<file path="config.mk">
export PLATFORM = sky130hd
export DESIGN_NAME = sign_mag_to_a2_flat
export DESIGN_NICKNAME = d
export VERILOG_FILES = /design/src/rtl/sign_mag_to_a2_pkg.sv /design/src/rtl/sign_mag_to_a2_if.sv /design/src/rtl/sign_mag_to_a2_serial_negate_bit.sv /design/src/rtl/sign_mag_to_a2.sv /design/src/flat_wrapper.sv
export SDC_FILE = /design/constraint.sdc
export NUM_CORES = 1
export LEC_CHECK = 0
export ABC_AREA = 0
export CORE_MARGIN = 2
export CORE_UTILIZATION = 40
export DETAILED_ROUTE_END_ITERATION = 8
export PLACE_DENSITY = 0.73
export SKIP_CTS_REPAIR_TIMING = 1
export SYNTH_ARGS = -nofsm -noshare
export SYNTH_HDL_FRONTEND = slang
export SYNTH_SLANG_ARGS = --single-unit
</file>
<file path="constraint.sdc">
create_clock -name clk -period 2.5 [get_ports clk]
set_clock_uncertainty 0.1 [all_clocks]
set_input_delay 0.375 -clock clk [delete_from_list [all_inputs] [get_ports clk]]
set_output_delay 0.375 -clock clk [all_outputs]
set_load 0.01 [all_outputs]
</file>
<file path="src/rtl/sign_mag_to_a2_pkg.sv">
// Shared widths, constants and FSM state type for the sign/magnitude to two's-complement converter.
package Pkg_Global;

   localparam int DW_2  = 16;
   localparam int CNT_W = $clog2(DW_2);

   localparam logic [DW_2-1:0] ONE     = DW_2'(1);
   localparam logic [DW_2-1:0] ZERO    = '0;
   localparam logic            BIT_ONE = 1'b1;

   typedef enum logic [1:0] {
      ST_IDLE  = 2'd0,
      ST_SHIFT = 2'd1,
      ST_DONE  = 2'd2
   } state_e;

   // Parallel equivalent of the serial conversion, for use outside the datapath.
   function automatic logic [DW_2-1:0] a2_of(input logic sgn, input logic [DW_2-2:0] mag);
      logic [DW_2-1:0] ext;
      ext = {1'b0, mag};
      return sgn ? (~ext + ONE) : ext;
   endfunction

endpackage

</file>
<file path="src/rtl/sign_mag_to_a2_if.sv">
// Start/busy/done operand and result bundle between the requester and the converter.
interface sign_mag_to_a2_if;
   import Pkg_Global::*;

   logic            start;
   logic            sign;
   logic [DW_2-2:0] magnitude;
   logic            busy;
   logic            done;
   logic [DW_2-1:0] result;

   modport master (
      output start, sign, magnitude,
      input  busy, done, result
   );

   modport slave (
      input  start, sign, magnitude,
      output busy, done, result
   );

endinterface

</file>
<file path="src/rtl/sign_mag_to_a2_serial_negate_bit.sv">
// Per-bit two's-complement rule: copy bits up to and including the first one, invert after.
// Latency: combinational.
// Backpressure: none.
module serial_negate_bit (
   input  logic b_i,
   input  logic sign_i,
   input  logic seen_one_i,
   output logic out_o,
   output logic seen_one_o
);

   assign out_o      = (sign_i & seen_one_i) ? ~b_i : b_i;
   assign seen_one_o = seen_one_i | b_i;

endmodule

</file>
<file path="src/rtl/sign_mag_to_a2.sv">
// Bit-serial sign/magnitude to two's-complement converter, LSB first.
// Latency: DW_2+1 cycles from accepted start to done; one conversion per DW_2+2 cycles.
// Backpressure: start is only sampled in IDLE; requests while busy or in DONE are dropped.
module sign_mag_to_a2
   import Pkg_Global::*;
(
   input  logic            clk,
   input  logic            rst,
   sign_mag_to_a2_if.slave bus
);

   state_e           state_q, state_d;
   logic             sign_q, sign_d;
   logic [DW_2-1:0]  src_q, src_d;
   logic [DW_2-1:0]  acc_q, acc_d;
   logic [CNT_W-1:0] cnt_q, cnt_d;
   logic             seen_one_q, seen_one_d;
   logic [DW_2-1:0]  result_q, result_d;
   logic             done_q, done_d;

   logic             bit_out;
   logic             seen_one_nxt;

   serial_negate_bit u_negate (
      .b_i        (src_q[0]),
      .sign_i     (sign_q),
      .seen_one_i (seen_one_q),
      .out_o      (bit_out),
      .seen_one_o (seen_one_nxt)
   );

   always_ff @(posedge clk or negedge rst) begin
      if (!rst) begin
         state_q    <= ST_IDLE;
         sign_q     <= 1'b0;
         src_q      <= ZERO;
         acc_q      <= ZERO;
         cnt_q      <= '0;
         seen_one_q <= 1'b0;
         result_q   <= ZERO;
         done_q     <= 1'b0;
      end else begin
         state_q    <= state_d;
         sign_q     <= sign_d;
         src_q      <= src_d;
         acc_q      <= acc_d;
         cnt_q      <= cnt_d;
         seen_one_q <= seen_one_d;
         result_q   <= result_d;
         done_q     <= done_d;
      end
   end

   always_comb begin
      state_d    = state_q;
      sign_d     = sign_q;
      src_d      = src_q;
      acc_d      = acc_q;
      cnt_d      = cnt_q;
      seen_one_d = seen_one_q;
      result_d   = result_q;
      done_d     = 1'b0;

      case (state_q)
         ST_IDLE: begin
            if (bus.start) begin
               sign_d     = bus.sign;
               src_d      = {1'b0, bus.magnitude};
               acc_d      = ZERO;
               cnt_d      = '0;
               seen_one_d = 1'b0;
               state_d    = ST_SHIFT;
            end
         end

         ST_SHIFT: begin
            // Result assembles MSB-in so the first processed bit lands at bit 0.
            acc_d      = {bit_out, acc_q[DW_2-1:1]};
            src_d      = {1'b0, src_q[DW_2-1:1]};
            seen_one_d = seen_one_nxt;
            cnt_d      = cnt_q + CNT_W'(1);
            if (cnt_q == CNT_W'(DW_2 - 1)) begin
               state_d = ST_DONE;
            end
         end

         ST_DONE: begin
            result_d = acc_q;
            done_d   = BIT_ONE;
            state_d  = ST_IDLE;
         end

         default: begin
            state_d = ST_IDLE;
         end
      endcase
   end

   assign bus.busy   = (state_q == ST_SHIFT);
   assign bus.done   = done_q;
   assign bus.result = result_q;

endmodule

</file>
<file path="src/flat_wrapper.sv">
// flat-port wrapper written by rule: the top's interface ports become plain ports
module sign_mag_to_a2_flat import Pkg_Global::*;
  (clk, rst, bus_start, bus_sign, bus_magnitude, bus_busy, bus_done, bus_result);
  sign_mag_to_a2_if bus_i ();
  input  logic clk;
  input  logic rst;
  input wire logic [$bits(bus_i.start)-1:0] bus_start;
  input wire logic [$bits(bus_i.sign)-1:0] bus_sign;
  input wire logic [$bits(bus_i.magnitude)-1:0] bus_magnitude;
  output wire logic [$bits(bus_i.busy)-1:0] bus_busy;
  output wire logic [$bits(bus_i.done)-1:0] bus_done;
  output wire logic [$bits(bus_i.result)-1:0] bus_result;
  assign bus_i.start = bus_start;
  assign bus_i.sign = bus_sign;
  assign bus_i.magnitude = bus_magnitude;
  assign bus_busy = bus_i.busy;
  assign bus_done = bus_i.done;
  assign bus_result = bus_i.result;
  sign_mag_to_a2 u_core (.clk(clk), .rst(rst), .bus(bus_i));
endmodule
</file>
==> impl_metrics.sql, run 1 <==
INSERT INTO impl_metrics (metric_group, metric, value, unit) VALUES
('synth', 'synth_top_area_share', '60.4', '%'),
('floorplanning', 'design.die.area', '0.00642', 'mm^2'),
('placement', 'port_buffers', '36', ''),
('synth', 'ys_flop_type', 'dfrtp_1', ''),
('timing', 'worst-slew-pin-transition', '0.683', 'ns'),
('cells_and_area', 'layout-area-overhead-vs-synth', '21.8', '%'),
('routing', 'viasPerCell', '4.94', ''),
('clock_tree', 'cts_tree', 'yes', ''),
('floorplanning', 'dieHeight', '80.2', 'um'),
('global_route', 'initial_antenna_violation_count', '0', ''),
('synth', 'synth_sequential_area_ratio', '60.4', '%'),
('routing', 'routed_wirelength', '4160', 'um'),
('timing', 'slew-limit-headroom', '54.5', '%'),
('floorplanning', 'effective_utilization_at_floorplan', '41.9', '%'),
('synth', 'yosys-top-cells-area', 'dfrtp_1, mux2_2, nand2_1', ''),
('timing', 'final_period_minus_worst_setup_slack', '2.04', 'ns'),
('cells_and_area', 'final_net_count', '261', ''),
('timing', 'grt_setup_unrepaired', 'false', ''),
('setup_path', 'critPathMaxFanout', '5', ''),
('cells_and_area', 'finish.utilization', '51.0', '%'),
('setup_path', 'worstRegToRegCells', '4', ''),
('setup_path', 'cp-end-kind', 'primary output', ''),
('global_route', 'grt_pass1_vias', '1572', ''),
('global_route', 'remaining_global_route_overflow', '0', ''),
('clock_tree', 'cts_max_path_buffers', '2', ''),
('timing', 'max_freq', '490', 'MHz'),
('global_route', 'globalRouteTotalUtil', '14.4', '%'),
('pwr', 'vdd_drop_max', '439', 'uV'),
('pwr', 'power.static_leakage', '0.00134', 'uW'),
('cells_and_area', 'num_antenna_cells', '0', ''),
('clock_tree', 'htree_levels', '2', ''),
('setup_path', 'critPathKind', 'reg -> out', ''),
('clock_tree', 'clkLatencyLatePin', '0.31', 'ns'),
('placement', 'dp.final_hpwl', '2680', 'um'),
('cells_and_area', 'final_layout_size_suffix_gt1_share', '16.2', '%'),
('setup_path', 'timing.critical_path.required', '2.03', 'ns'),
('synth', 'syn_area', '0.00232', 'mm^2'),
('floorplanning', 'core.rowCount', '27', ''),
('synth', 'synth.net_count', '226', ''),
('setup_path', 'critical_path_source_type', 'flip-flop', ''),
('clock_tree', 'cts.reportedPaths.clkPinSlew', '0.10', 'ns'),
('setup_path', 'critical-path-slowest-cell', 'clkdlybuf4s50_1', ''),
('routing', 'detail_route.drc_violations', '0', ''),
('job', 'max_cap_viol_count', '0', ''),
('placement', 'dp.cells', '306', ''),
('clock_tree', 'cts_inserted_buffers', '5', ''),
('timing', 'totalNegativeSetupSlack', '0', 'ns'),
('clock_tree', 'root_buffer', 'clkbuf_8', ''),
('synth', 'synth_enable_flop_cells', '0', ''),
('setup_path', 'list_of_cells_traversed_by_the_critical_path', 'nand2b_1 -> inv_1 -> clkdlybuf4s50_1', ''),
('routing', 'dr.first_iter.drc_count', '102', ''),
('setup_path', 'timing.critical_path.slowest_cell_delay', '0.54', 'ns'),
('synth', 'avgSynthCellArea', '11.3', 'um^2'),
('timing', 'report.final.hold_viol_count', '0', ''),
('cells_and_area', 'post_layout_nonfiller_instances', '313', ''),
('hold_path', 'hp-class', 'in -> async', ''),
('routing', 'detailroute.via_count', '1546', ''),
('timing', 'drv_slew', '0', ''),
('clock_tree', 'cts_sinks', '56', ''),
('floorplanning', 'floorplan.die.width', '80.2', 'um'),
('pwr', 'pd_cells', '1180', 'mW/mm^2'),
('synth', 'synth_largest_area_cell', 'dfrtp_1', ''),
('outcome', 'outcome', 'complete, no violations', ''),
('global_route', 'largest_net_degree_at_the_start_of_global_routing', '57', ''),
('routing', 'drt-wirelength-per-cell', '13.3', 'um'),
('timing', 'setup_viol', '0', ''),
('synth', 'yosysUniqueCellTypes', '28', ''),
('synth', 'cell_types_with_the_highest_counts_after_synthesis', 'dfrtp_1, nand2_1, nor2_1, nand3_1, mux2_2', ''),
('routing', 'ant_nets', '0', ''),
('synth', 'synth_async_sr_flop_share', '100', '%'),
('timing', 'period_share', '81.6', '%'),
('routing', 'first_pass_iters', '4', ''),
('placement', 'place.gp.congestion', '0.705', ''),
('synth', 'synthesis.yosys.warnings', '0', ''),
('floorplanning', 'io_pins', '37', ''),
('floorplanning', 'core_region_area', '0.00554', 'mm^2'),
('cells_and_area', 'design_area', '0.00283', 'mm^2'),
('synth', 'synth_cells', '206', ''),
('synth', 'post-synth-top-count-cell', 'dfrtp_1', ''),
('timing', 'timing.hold.ws', '0.0837', 'ns'),
('global_route', 'grt_first_pass_wirelength', '7100', 'um'),
('setup_path', 'worst-endpoint-arrival', '1.57', 'ns'),
('synth', 'synth_seq_cells', '56', ''),
('placement', 'placed_area', '0.00270', 'mm^2');
-- layout by cell type (no fill, tap or decap), drive strengths merged, types with 2 or more instances in the layout --
cell / instances
bufinv: 2
clkdlybuf4s50: 35
inv: 2
nor2: 30
clkbuf: 5
nand2b: 2
nand3: 18
dfrtp: 56
o21ai: 3
nand2: 39
o22ai: 14
mux2: 16
nor3b: 2
buf: 6
-- metrics by stage --
step	power, uW	setup slack [ns]
2_1_floorplan	2340	1.09
3_3_place_gp	2660	0.589
3_5_place_dp	2710	0.568
4_1_cts	3380	0.444
5_1_grt	3590	0.383
6_report	3350	0.459
-- final timing paths --
check                                              start                               end  slack, ns
setup / recovery           u_core.state_q[1]$_DFFE_PN0P_                          bus_busy       0.46
hold / removal                                       rst       u_core.src_q[4]$_DFFE_PN0P_       0.08
min in group clk             u_core.cnt_q[3]$_DFFE_PN0P_       u_core.cnt_q[3]$_DFFE_PN0P_       0.40
max in group asynchronous                            rst  u_core.bus.result[4]$_DFFE_PN0P_       1.76
setup reg to reg           u_core.state_q[1]$_DFFE_PN0P_       u_core.src_q[2]$_DFFE_PN0P_       0.97
hold reg to reg              u_core.cnt_q[3]$_DFFE_PN0P_       u_core.cnt_q[3]$_DFFE_PN0P_       0.40
-- state kept, by name, indices dropped and copies added, names as in the netlist --
signal / cells
u_core.cnt_q: 4
u_core.acc_q: 16
u_core.state_q: 2
u_core.seen_one_q: 1
u_core.bus.done: 1
u_core.sign_q: 1
u_core.bus.result: 16
u_core.src_q: 15
-- power by group --
group | switching [uW] | internal, uW | total (uW) | leakage [uW]
Combinational | 593 | 574 | 1170 | 0.000566
Clock | 277 | 394 | 671 | 0.0000642
Sequential | 242 | 1270 | 1510 | 0.000705
-- cell families after synthesis --
kind of cell | after synthesis | synth area share, %
xor gates and xnor gates | 2 | 0.755
adders and majority gates | 1 | 0.539
and+or+nand+nor | 95 | 17.4
muxes | 17 | 8.20
DFF | 56 | 60.4
AOI/OAI and AO/OA | 20 | 7.82
buffers and inverters | 15 | 4.85
-- worst max-delay path: cells and delay by family, from the launching register on --
family                 cells  cell delay [ns]
buffers and inverters      2             0.64
DFF                        1             0.43
and+or+nand+nor            1             0.18
-- routing by layer --
layer / GRT usage [%] / up-vias / routed length [um]
li1: - / 754 / -
met1: 18.2 / 757 / 1920
met2: 23.5 / 29 / 2000
met3: 3.48 / 6 / 153
met4: 6.10 / 0 / 80
met5: 0 / - / 0
-- cell type report --
cell class | count | area [um^2]
inverters | 2 | 7.51
repair buffers | 41 | 393
clock buffers | 5 | 68.8
flip-flops and latches | 56 | 1400
multi-input cells | 135 | 806
well taps | 72 | 90.1
clock inverters | 2 | 60.1
fillers | 517 | 2710
No activity file was read; power rests on OpenSTA's default activity.
==> inputs of run 2 (changes only) <==
--- a/config.mk
+++ b/config.mk
@@ -9,7 +9,7 @@
 export CORE_MARGIN = 2
 export CORE_UTILIZATION = 40
 export DETAILED_ROUTE_END_ITERATION = 8
-export PLACE_DENSITY = 0.73
+export PLACE_DENSITY = 0.76
 export SKIP_CTS_REPAIR_TIMING = 1
 export SYNTH_ARGS = -nofsm -noshare
 export SYNTH_HDL_FRONTEND = slang
==> constraint.sdc (replaced) <==
create_clock -name clk -period 1.65 [get_ports clk]
set_clock_uncertainty 0.1 [all_clocks]
set_input_delay 0.2475 -clock clk [delete_from_list [all_inputs] [get_ports clk]]
set_output_delay 0.2475 -clock clk [all_outputs]
set_load 0.01 [all_outputs]
==> run 2 against run 1 <==
Against the previous run: final cell count grew 2.2%; combinational power up 57%; first-iteration DRC count up 48%; register-to-register slack worse by 0.80 ns; critical path depth fell by 2; sequential share of layout area shrank 1.2 points; hold slack improved by 0.27 ns; via count increased by 1.7%; critical path type unchanged; largest cell class unchanged; largest power group unchanged.
==> impl_metrics.sql, run 2 (same netlist as run 1, synthesis figures left out) <==
INSERT INTO impl_metrics (metric_group, metric, value, unit) VALUES
('setup_path', 'critical_path_buf_inv_count', '1', ''),
('floorplanning', 'core_region_area', '0.00554', 'mm^2'),
('setup_path', 'largest_delay_share_family_worst_path', 'buffers and inverters', ''),
('floorplanning', 'dieHeight', '80.2', 'um'),
('setup_path', 'list_of_cells_traversed_by_the_critical_path', 'clkdlybuf4s50_1', ''),
('setup_path', 'timing.critical_path.slowest_cell_delay', '0.54', 'ns'),
('clock_tree', 'cts_inserted_buffers', '5', ''),
('timing', 'report.final.hold_viol_count', '0', ''),
('placement', 'preCtsSetupSlack', '-0.133', 'ns'),
('routing', 'detailroute.via_count', '1573', ''),
('routing', 'drt-wirelength-per-cell', '13.2', 'um'),
('setup_path', 'endpoint', 'bus_result[13]', ''),
('setup_path', 'worstRegToRegCells', '4', ''),
('timing', 'timing.hold.ws', '0.355', 'ns'),
('routing', 'ant_nets', '0', ''),
('floorplanning', 'core.rowCount', '27', ''),
('clock_tree', 'cts_tree', 'yes', ''),
('pwr', 'vdd_drop_max', '720', 'uV'),
('setup_path', 'regToRegEndpoint', 'u_core.src_q[13]$_DFFE_PN0P_', ''),
('hold_path', 'hp-class', 'in -> async', ''),
('global_route', 'globalRouteTotalUtil', '15.1', '%'),
('clock_tree', 'clkLatencyLatePin', '0.31', 'ns'),
('cells_and_area', 'layout-area-overhead-vs-synth', '24.9', '%'),
('timing', 'slew-limit-headroom', '72.2', '%'),
('placement', 'place.gp.congestion', '0.703', ''),
('job', 'max_cap_viol_count', '0', ''),
('pwr', 'power.static_leakage', '0.00137', 'uW'),
('routing', 'routed_wirelength', '4240', 'um'),
('global_route', 'globalRouteMet1Util', '19.7', '%'),
('floorplanning', 'effective_utilization_at_floorplan', '41.9', '%'),
('global_route', 'initial_antenna_violation_count', '0', ''),
('setup_path', 'critPathKind', 'reg -> out', ''),
('placement', 'port_buffers', '36', ''),
('global_route', 'grt_pass1_vias', '1618', ''),
('global_route', 'remaining_global_route_overflow', '0', ''),
('timing', 'max_freq', '634', 'MHz'),
('floorplanning', 'io_pins', '37', ''),
('timing', 'grt_setup_unrepaired', 'false', ''),
('cells_and_area', 'final_net_count', '267', ''),
('cells_and_area', 'most_common_cell_after_layout_fill_and_taps_aside', 'dfrtp_1', ''),
('routing', 'first_pass_iters', '6', ''),
('outcome', 'outcome', 'complete, no violations', ''),
('routing', 'dr.first_iter.drc_count', '151', ''),
('clock_tree', 'cts.reportedPaths.clkPinSlew', '0.10', 'ns'),
('setup_path', 'worst-endpoint-arrival', '1.23', 'ns'),
('setup_path', 'cp-end-kind', 'primary output', ''),
('clock_tree', 'root_buffer', 'clkbuf_8', ''),
('routing', 'viasPerCell', '4.92', ''),
('routing', 'detail_route.drc_violations', '0', ''),
('timing', 'drv_slew', '0', ''),
('cells_and_area', 'num_antenna_cells', '0', ''),
('cells_and_area', 'layout.cells.most_common_list', 'dfrtp_1, nand2_1, clkdlybuf4s50_1, nor2_1, nand3_1', ''),
('timing', 'setup_slack_of_the_critical_path_after_layout', '0.0729', 'ns'),
('timing', 'setup_viol', '0', ''),
('global_route', 'grt_most_used_layer', 'met2', ''),
('setup_path', 'cp-startpoint', 'u_core.bus.result[13]$_DFFE_PN0P_', ''),
('global_route', 'm3_gr_usage', '3.03', '%'),
('pwr', 'pd_cells', '1740', 'mW/mm^2'),
('timing', 'worst-slew-pin-transition', '0.417', 'ns'),
('timing', 'period_share', '95.6', '%'),
('setup_path', 'timing.critical_path.required', '1.30', 'ns'),
('global_route', 'largest_net_degree_at_the_start_of_global_routing', '57', ''),
('setup_path', 'timing.rr.start', 'u_core.state_q[1]$_DFFE_PN0P_', ''),
('setup_path', 'critPathMaxFanout', '2', ''),
('setup_path', 'critical_path_source_type', 'flip-flop', ''),
('cells_and_area', 'final_layout_size_suffix_gt1_share', '17.7', '%'),
('timing', 'final_period_minus_worst_setup_slack', '1.58', 'ns'),
('global_route', 'grt_first_pass_wirelength', '7580', 'um'),
('clock_tree', 'cts_max_path_buffers', '2', ''),
('placement', 'dp.final_hpwl', '2700', 'um'),
('setup_path', 'worst_path_depth', '1', ''),
('global_route', 'grt_util_met2', '24.2', '%'),
('setup_path', 'r2r_setup_slack', '0.17', 'ns'),
('clock_tree', 'cts_sinks', '56', ''),
('clock_tree', 'htree_levels', '2', ''),
('floorplanning', 'floorplan.die.width', '80.2', 'um'),
('setup_path', 'critical-path-slowest-cell', 'clkdlybuf4s50_1', ''),
('floorplanning', 'design.die.area', '0.00642', 'mm^2');
run 2: cell count changes in the layout (fill, tap and decap cells not counted), sizes merged:
cell           previous run  this run
buf                       6        11
bufinv                    2         1
clkbuf                    5         6
clkdlybuf4s50            35        34
dlygate4sd3               0         1
dlymetal6s2s              0         1
inv                       2         3
run 2: layout make-up:
class | count | area, um^2
flip-flops and latches | 56 | 1400
well taps | 72 | 90.1
repair buffers | 47 | 480
clock inverters | 2 | 38.8
inverters | 2 | 7.51
fillers | 506 | 2640
clock buffers | 6 | 72.6
multi-input cells | 135 | 806
run 2: metrics by stage:
step	TNS (ns)	util, %	total power [uW]	instances	area [um^2]
after floorplan	0	-	3540	206	2320
after global placement	-2.68	50.0	4080	311	2770
after detailed placement	-3.77	50.0	4170	311	2770
after CTS	-0.231	52.1	5090	319	2880
after global routing	0	52.3	5420	320	2900
final	0	52.3	5030	320	2900
run 2: power by group:
group,internal [uW],switching [uW],leakage (uW)
logic,928,910,0.000614
registers,1920,365,0.000705
clock network,459,447,0.0000558
run 2: worst min-delay path by stage:
stage	end	slack [ns]
final	u_core.src_q[5]$_DFFE_PN0P_	0.35
after global routing	u_core.sign_q$_DFFE_PN0P_	0.37
after CTS	u_core.src_q[4]$_DFFE_PN0P_	-0.17
after detailed placement	u_core.src_q[2]$_DFFE_PN0P_	0.17
after global placement	u_core.src_q[2]$_DFFE_PN0P_	0.17
after floorplan	u_core.acc_q[0]$_DFFE_PN0P_	-0.15
run 2: tightest hold or removal path: cells and delay by family:
kind                   cells  cell delay, ns
buffers and inverters      3            0.91
run 2: routing by layer:
| layer | part of all wire, % | wire [um] |
|---|---|---|
| met1 | 47 | 2010 |
| met2 | 48 | 2050 |
| met3 | 2.3 | 99 |
| met4 | 1.9 | 82 |
| met5 | 0 | 0 |
==> inputs of run 3 (changes only) <==
--- a/config.mk
+++ b/config.mk
@@ -7,9 +7,9 @@
 export LEC_CHECK = 0
 export ABC_AREA = 0
 export CORE_MARGIN = 2
-export CORE_UTILIZATION = 40
+export CORE_UTILIZATION = 28
 export DETAILED_ROUTE_END_ITERATION = 8
-export PLACE_DENSITY = 0.76
+export PLACE_DENSITY = 0.6
 export SKIP_CTS_REPAIR_TIMING = 1
 export SYNTH_ARGS = -nofsm -noshare
 export SYNTH_HDL_FRONTEND = slang
==> run 3 against run 2 <==
Against the previous run: clock-buffer cell count down 1; largest power group unchanged; total power down 1.7%; combinational power hardly changed.
==> impl_metrics.sql, run 3 (same netlist as run 1, synthesis figures left out) <==
INSERT INTO impl_metrics (metric_group, metric, value, unit) VALUES
('routing', 'ant_nets', '0', ''),
('global_route', 'globalRouteTotalUtil', '10.2', '%'),
('cells_and_area', 'most_common_cell_after_layout_fill_and_taps_aside', 'dfrtp_1', ''),
('global_route', 'largest_net_degree_at_the_start_of_global_routing', '57', ''),
('floorplanning', 'core.rowCount', '33', ''),
('routing', 'detailroute.via_count', '1570', ''),
('timing', 'report.final.hold_viol_count', '0', ''),
('floorplanning', 'dieHeight', '95.0', 'um'),
('pwr', 'power.static_leakage', '0.00138', 'uW'),
('floorplanning', 'design.die.area', '0.00903', 'mm^2'),
('setup_path', 'critPathMaxFanout', '2', ''),
('timing', 'setup_viol', '0', ''),
('setup_path', 'timing.critical_path.required', '1.30', 'ns'),
('placement', 'port_buffers', '36', ''),
('floorplanning', 'effective_utilization_at_floorplan', '28.5', '%'),
('placement', 'place.gp.congestion', '0.699', ''),
('timing', 'totalNegativeSetupSlack', '0', 'ns'),
('setup_path', 'timing.rr.start', 'u_core.state_q[1]$_DFFE_PN0P_', ''),
('cells_and_area', 'layout.area.seq', '0.00140', 'mm^2'),
('pwr', 'p_seq_share', '46.0', '%'),
('global_route', 'grt_pass1_vias', '1531', ''),
('routing', 'viasPerCell', '4.45', ''),
('hold_path', 'hp-class', 'in -> async', ''),
('pwr', 'vdd_drop_max', '723', 'uV'),
('cells_and_area', 'final_net_count', '267', ''),
('timing', 'drv_slew', '0', ''),
('clock_tree', 'htree_levels', '2', ''),
('global_route', 'grt_most_used_layer', 'met2', ''),
('global_route', 'initial_antenna_violation_count', '0', ''),
('cells_and_area', 'num_antenna_cells', '0', ''),
('cells_and_area', 'multi_input_gate_area', '812', 'um^2'),
('cells_and_area', 'finish.utilization', '36.2', '%'),
('pwr', 'power.combinational.fraction', '37.5', '%'),
('timing', 'final_period_minus_worst_setup_slack', '1.58', 'ns'),
('clock_tree', 'cts_tree', 'yes', ''),
('cells_and_area', 'final_layout_size_suffix_gt1_share', '18.5', '%'),
('clock_tree', 'cts_max_path_buffers', '2', ''),
('routing', 'routed_wirelength', '4230', 'um'),
('clock_tree', 'clkLatencyLatePin', '0.32', 'ns'),
('setup_path', 'largest_delay_share_family_worst_path', 'buffers and inverters', ''),
('pwr', 'pd_cells', '1680', 'mW/mm^2'),
('floorplanning', 'floorplan.die.width', '95.0', 'um'),
('setup_path', 'cp-startpoint', 'u_core.bus.result[15]$_DFFE_PN0P_', ''),
('setup_path', 'critical_path_buf_inv_count', '1', ''),
('setup_path', 'cp-end-kind', 'primary output', ''),
('clock_tree', 'cts.reportedPaths.clkPinSlew', '0.12', 'ns'),
('setup_path', 'regToRegEndpoint', 'u_core.src_q[4]$_DFFE_PN0P_', ''),
('setup_path', 'critical_path_source_type', 'flip-flop', ''),
('global_route', 'grt_util_met2', '17.3', '%'),
('routing', 'detail_route.drc_violations', '0', ''),
('job', 'max_cap_viol_count', '0', ''),
('setup_path', 'critical-path-slowest-cell', 'clkdlybuf4s50_1', ''),
('timing', 'grt_setup_unrepaired', 'false', ''),
('setup_path', 'timing.critical_path.slowest_cell_delay', '0.54', 'ns'),
('outcome', 'outcome', 'complete, no violations', ''),
('pwr', 'finalPower', '4940', 'uW'),
('global_route', 'remaining_global_route_overflow', '0', ''),
('floorplanning', 'io_pins', '37', ''),
('cells_and_area', 'n_fill_cell', '798', ''),
('pwr', 'power.clock.fraction', '16.5', '%'),
('setup_path', 'worstRegToRegCells', '5', ''),
('clock_tree', 'cts_sinks', '56', ''),
('cells_and_area', 'layout.cells.most_common_list', 'dfrtp_1, nand2_1, clkdlybuf4s50_1, nor2_1, nand3_1', ''),
('timing', 'slew-limit-headroom', '72.4', '%'),
('setup_path', 'r2r_setup_slack', '0.10', 'ns'),
('setup_path', 'worst-endpoint-arrival', '1.23', 'ns'),
('timing', 'worst-slew-pin-transition', '0.413', 'ns'),
('global_route', 'globalRouteMet1Util', '12.8', '%'),
('placement', 'dp.final_hpwl', '2800', 'um'),
('global_route', 'm3_gr_usage', '2.77', '%'),
('clock_tree', 'cts_inserted_buffers', '5', ''),
('routing', 'first_pass_iters', '4', ''),
('setup_path', 'critPathKind', 'reg -> out', ''),
('pwr', 'switchingPower', '1760', 'uW'),
('setup_path', 'list_of_cells_traversed_by_the_critical_path', 'clkdlybuf4s50_1', ''),
('timing', 'max_freq', '633', 'MHz'),
('floorplanning', 'core_region_area', '0.00813', 'mm^2'),
('pwr', 'p_sw_share', '35.5', '%'),
('pwr', 'power.internal', '3190', 'uW'),
('global_route', 'grt_first_pass_wirelength', '7200', 'um'),
('cells_and_area', 'layout-area-overhead-vs-synth', '26.9', '%'),
('routing', 'dr.first_iter.drc_count', '46', ''),
('routing', 'drt-wirelength-per-cell', '12.0', 'um'),
('clock_tree', 'root_buffer', 'clkbuf_8', ''),
('timing', 'period_share', '95.8', '%');
==> run 3: per-stage QoR <==
step	setup WS (ns)	hold slack [ns]	cells	cell area, um^2
after floorplan	0.246	-0.148	206	2320
after global placement	-0.0785	0.171	344	2830
after detailed placement	-0.0978	0.168	344	2830
after CTS	-0.217	-0.193	352	2920
after global routing	0.000144	0.380	353	2940
final	0.0690	0.338	353	2940
==> run 3: layer usage <==
metal | vias up | part of all wire [%]
li1 | 765 | -
met1 | 766 | 45
met2 | 34 | 50
met3 | 5 | 4.4
met4 | 0 | 0.95
met5 | - | 0
==> run 3: power by group through the flow <==
stage               Clock, uW  Combinational (uW)  Sequential [uW]
floorplan                   0                1270             2270
global placement            0                1830             2290
detailed placement          0                1880             2310
CTS                       846                1890             2280
global route              907                2080             2350
finish                    816                1850             2270
==> run 3: worst max-delay path by stage <==
stage | end | slack [ns] | depth (start not counted)
floorplan | u_core.src_q[10]$_DFFE_PN0P_ | 0.25 | 5
global placement | u_core.src_q[2]$_DFFE_PN0P_ | -0.08 | 5
detailed placement | u_core.src_q[0]$_DFFE_PN0P_ | -0.1 | 5
CTS | bus_busy | -0.22 | 3
global route | u_core.src_q[2]$_DFFE_PN0P_ | 0.0001 | 5
finish | bus_result[15] | 0.07 | 1
==> run 3: layout make-up <==
| type | instances | area share, % |
|---|---|---|
| Tap cell | 105 | 4.46 |
| Clock inverter | 3 | 0.978 |
| Clock buffer | 5 | 2.34 |
| Timing Repair Buffer | 47 | 16.8 |
| Sequential cell | 56 | 47.6 |
| Multi-Input combinational cell | 135 | 27.6 |
| Inverter | 2 | 0.255 |
==> RTL edit 1, RTL diff (settings of run 2) <==
Reset style: synchronous (`rst`), changed in one clocked block.
--- a/src/rtl/sign_mag_to_a2.sv
+++ b/src/rtl/sign_mag_to_a2.sv
@@ -31,3 +31,3 @@
 
-   always_ff @(posedge clk or negedge rst) begin
+   always_ff @(posedge clk) begin
       if (!rst) begin
Check against the original RTL: differs if rst is asserted again (counterexample within 4 cycles, from zero or initial values and one cycle with rst low); with rst held inactive, the same outputs for 10 cycles.
==> RTL edit 1 against run 2 <==
Critical path depth stayed put; setup slack better by 41 ps; synthesized cell count is 3.9% higher; first-iteration DRC count is 40% lower; routed wire length is 9.1% lower; fmax is 2.7% higher; utilization is 1.3 points higher; final area is 11% lower; synthesized area is 13% lower; sequential cell count stayed put.
Power is not compared: it rests on default switching activity, and its combinational part moved more than twofold at a synthesized area within 25%.
==> RTL edit 1: results (changes against run 2) <==
Parameter                              Value

Status
  Outcome ... complete, no violations

Yosys
  Post-synth top cells ... dfxtp_1 (56), nand2_1 (38), nor2_1 (32)
  Net count of the mapped netlist ... 234 (+3.5%)
  Top cells by area, synth ... dfxtp_1 (55%), a22o_1 (7.4%), nand2_1 (7.1%)
  Main synth FF type ... dfxtp_1
  Number of unique standard cell types used by synthesis ... 30 (+7.1%)
  Share of flip-flops with an asynchronous set or reset ... 0% (-100 points)
  Register area share after synthesis ... 55.4% (-5.0 points)

Placement
  Detailed-placement wirelength estimate ... 2.71 mm (+0.48%)
  Routability Congestion ... 0.810 (+15%)
  Worst slack at placement ... -129 ps (+4.20 ps)

Routing
  1st-pass router iterations ... 4 (-2)
  Vias after detailed routing ... 1,582 (+0.57%)
  Final WL ... 3.85 mm (-9.1%)
  Number of design-rule violations left by the first detailed-router iteration ... 91 (-40%)

Global route
  Pin count of the biggest net entering global routing ... 19 (-67%)
  Global router's overall resource usage ... 15.1% (about the same)
  Vias in the first global route ... 1,451 (-10%)
  Global-route wire length before repair ... 6.49 mm (-14%)

Critical path
  Maximum fanout count along the critical path ... 2 (unchanged)
  Worst reg2reg path depth ... 5 (+1)
  Signal arrival time at the worst endpoint ... 1190 ps (-40 ps)

Power
  Switching fraction of total power ... 24.1%

Final layout
  Antenna cells ... 0 (unchanged)
  Net total in the final layout ... 273 (+2.2%)
  Fraction of layout cells with a size suffix above 1 ... 9.45% (-8.3 points)

Timing
  Transition time of the tightest slew-check pin ... 389 ps (-27.9 ps)

Min path
  Worst hold path class ... reg2reg
[RTL edit 1: changes by cell type after synthesis, moves of 4 or more]
| cell | change |
|---|---|
| a21oi_1 | +18 |
| a22o_1 | +17 |
| buf_2 | +4 |
| dfrtp_1 | -56 |
| dfxtp_1 | +56 |
| mux2_2 | -16 |
| nand3_1 | -16 |
| o221ai_1 | +13 |
| o22ai_1 | -5 |
| o22ai_2 | -9 |
[RTL edit 1: final cells by class]
cell class / instances / area [um^2]
Inverter: 2 / 7.51
Timing Repair Buffer: 48 / 465
Clock buffer: 6 / 72.6
Multi-Input combinational cell: 140 / 800
Clock inverter: 2 / 16.3
Tap cell: 67 / 83.8
Fill cell: 449 / 2220
Sequential cell: 56 / 1120
[RTL edit 1: logic make-up (layout without fill, tap and decap cells)]
family,Yosys count,in the layout,synth area share (%)
xor+xnor,1,1,0.433
flops,56,56,55.4
compound gates,56,56,21.1
buf+inv,18,58,5.01
fa+ha+maj,1,1,0.619
simple gates,81,81,16.9
mux,1,1,0.495
[RTL edit 1: worst paths after layout]
check	endpoint	from	slack, ps
max	bus_result[10]	u_core.bus.result[10]$_SDFFE_PN0P_	110
min	u_core.bus.result[13]$_SDFFE_PN0P_	u_core.bus.result[13]$_SDFFE_PN0P_	360
max reg2reg	u_core.src_q[1]$_SDFFE_PN0P_	u_core.state_q[1]$_SDFFE_PN0P_	130
min reg2reg	u_core.bus.result[13]$_SDFFE_PN0P_	u_core.bus.result[13]$_SDFFE_PN0P_	360
[RTL edit 1: power by group through the flow]
stage                     clock network (uW)  registers [uW]  logic, uW
after detailed placement                   0            1450        224
after global placement                     0            1450        219
after CTS                                757            1420        225
final                                    737            1420        222
after floorplan                            0            1450        140
after global routing                     812            1430        249
[RTL edit 1: layer usage]
| layer | routed length [um] | up-vias | track usage [%] |
|---|---|---|---|
| met4 | 33 | 0 | 6.94 |
| met3 | 136 | 2 | 2.95 |
| li1 | - | 823 | - |
| met5 | 0 | - | 0 |
| met1 | 1940 | 726 | 21.5 |
| met2 | 1740 | 31 | 22.1 |
[RTL edit 1: metrics by stage]
stage                     instances  util (%)  cell area, um^2  setup TNS, ps
after floorplan                 214         -             2020              0
after global placement          313      51.7             2470          -1540
after detailed placement        313      51.7             2470          -1570
after CTS                       321      53.6             2560           -193
after global routing            321      53.6             2570              0
final                           321      53.6             2570              0
==> RTL edit 2, RTL diff (config.mk and constraints of run 2) <==
Without the edit above. The package constant `DW_2` goes from 16 to 8.
--- a/src/rtl/sign_mag_to_a2_pkg.sv
+++ b/src/rtl/sign_mag_to_a2_pkg.sv
@@ -3,3 +3,3 @@
 
-   localparam int DW_2  = 16;
+   localparam int DW_2  = 8;
    localparam int CNT_W = $clog2(DW_2);
Ports: changed (resized bus_magnitude and bus_result); port bits go from 37 to 21. No check against the original RTL was run, so the function may have changed too.
==> RTL edit 2 against run 2 <==
Final area is 45% lower; die area is 44% lower; sequential cell count decreased by 25; non-clock buffer count shrank 21; synthesized area shrank 46%; power decreased by 44%; setup slack improved by 23 ps; global-route usage barely moved; register-to-register slack improved by 30 ps; routed wire length fell by 49%; count of clock-buffer cells in the layout stayed put.
==> RTL edit 2: results (changes against run 2) <==
Parameter                              Value

Status
  Outcome ... complete, no violations

Power
  Leak pwr ... 0.000753 uW (-45%)
  Register share of total power ... 45.6% (+0.2 points)
  Share of power burned in the clock network ... 15.3% (-2.7 points)

Routing
  Drt via density ... 5.36 (+9.0%)
  Wire per inst ... 14.3 um (+7.7%)
  1st-pass router iterations ... 4 (-2)
  Routed length on met3 ... 118 um (+19%)

Yosys
  Top cells by area, synth ... dfrtp_1 (62%), mux2_2 (8.2%), a22o_2 (6.4%)
  Net count of the mapped netlist ... 100 (-56%)
  Register area share after synthesis ... 62.4% (+2.0 points)

Critical path
  Worst Setup SP ... u_core.bus.result[7]$_DFFE_PN0P_
  Capturing point of the worst reg2reg path ... u_core.cnt_q[0]$_DFFE_PN0P_
  Crit path capture ... bus_result[7]
  Worst reg2reg path depth ... 5 (+1)

Global route
  Met1 global-route usage ... 19.0% (-0.65 points)
  Met3 Resource Use GR ... 5.84% (+2.8 points)
  Pin count of the biggest net entering global routing ... 32 (-44%)
  Vias in the first global route ... 865 (-47%)
  Fraction of met2 tracks used by global routing ... 24.1% (-0.098 points)

Placement
  Routability Congestion ... 0.755 (+7.4%)
  Detailed-placement wirelength estimate ... 1.58 mm (-41%)

Final layout
  Fraction of layout cells with a size suffix above 1 ... 31.4% (+14 points)

Timing
  Minimum period implied by the final worst setup slack ... 1550 ps (-23.0 ps)
  Remaining max-slew budget at the tightest pin ... 75.1% (+2.9 points)
==> RTL edit 2: cell count changes after synthesis, moves of 3 or more <==
cell	change
a22o_1	+3
a22o_2	+8
a2bb2oi_1	+5
buf_2	-5
buf_4	-3
dfrtp_1	-25
mux2_2	-7
nand2_1	-38
nand3_1	-18
nor2_1	-26
o22ai_2	-9
==> RTL edit 2: cell families after synthesis <==
group | count (synthesis) | synth area share (%)
flops | 31 | 62.4
xor+xnor | 1 | 0.705
compound gates | 27 | 17.6
fa+ha+maj | 2 | 2.01
mux | 10 | 9.37
simple gates | 10 | 4.83
buf+inv | 6 | 3.02
==> RTL edit 2: final cells by class <==
type,instances,area [um^2]
inverter,4,15.0
multi-input combinational,50,429
clock inverter,1,5.00
clock buffer,6,51.3
sequential,31,777
tap,33,41.3
fill,278,1420
timing repair buffer,26,260
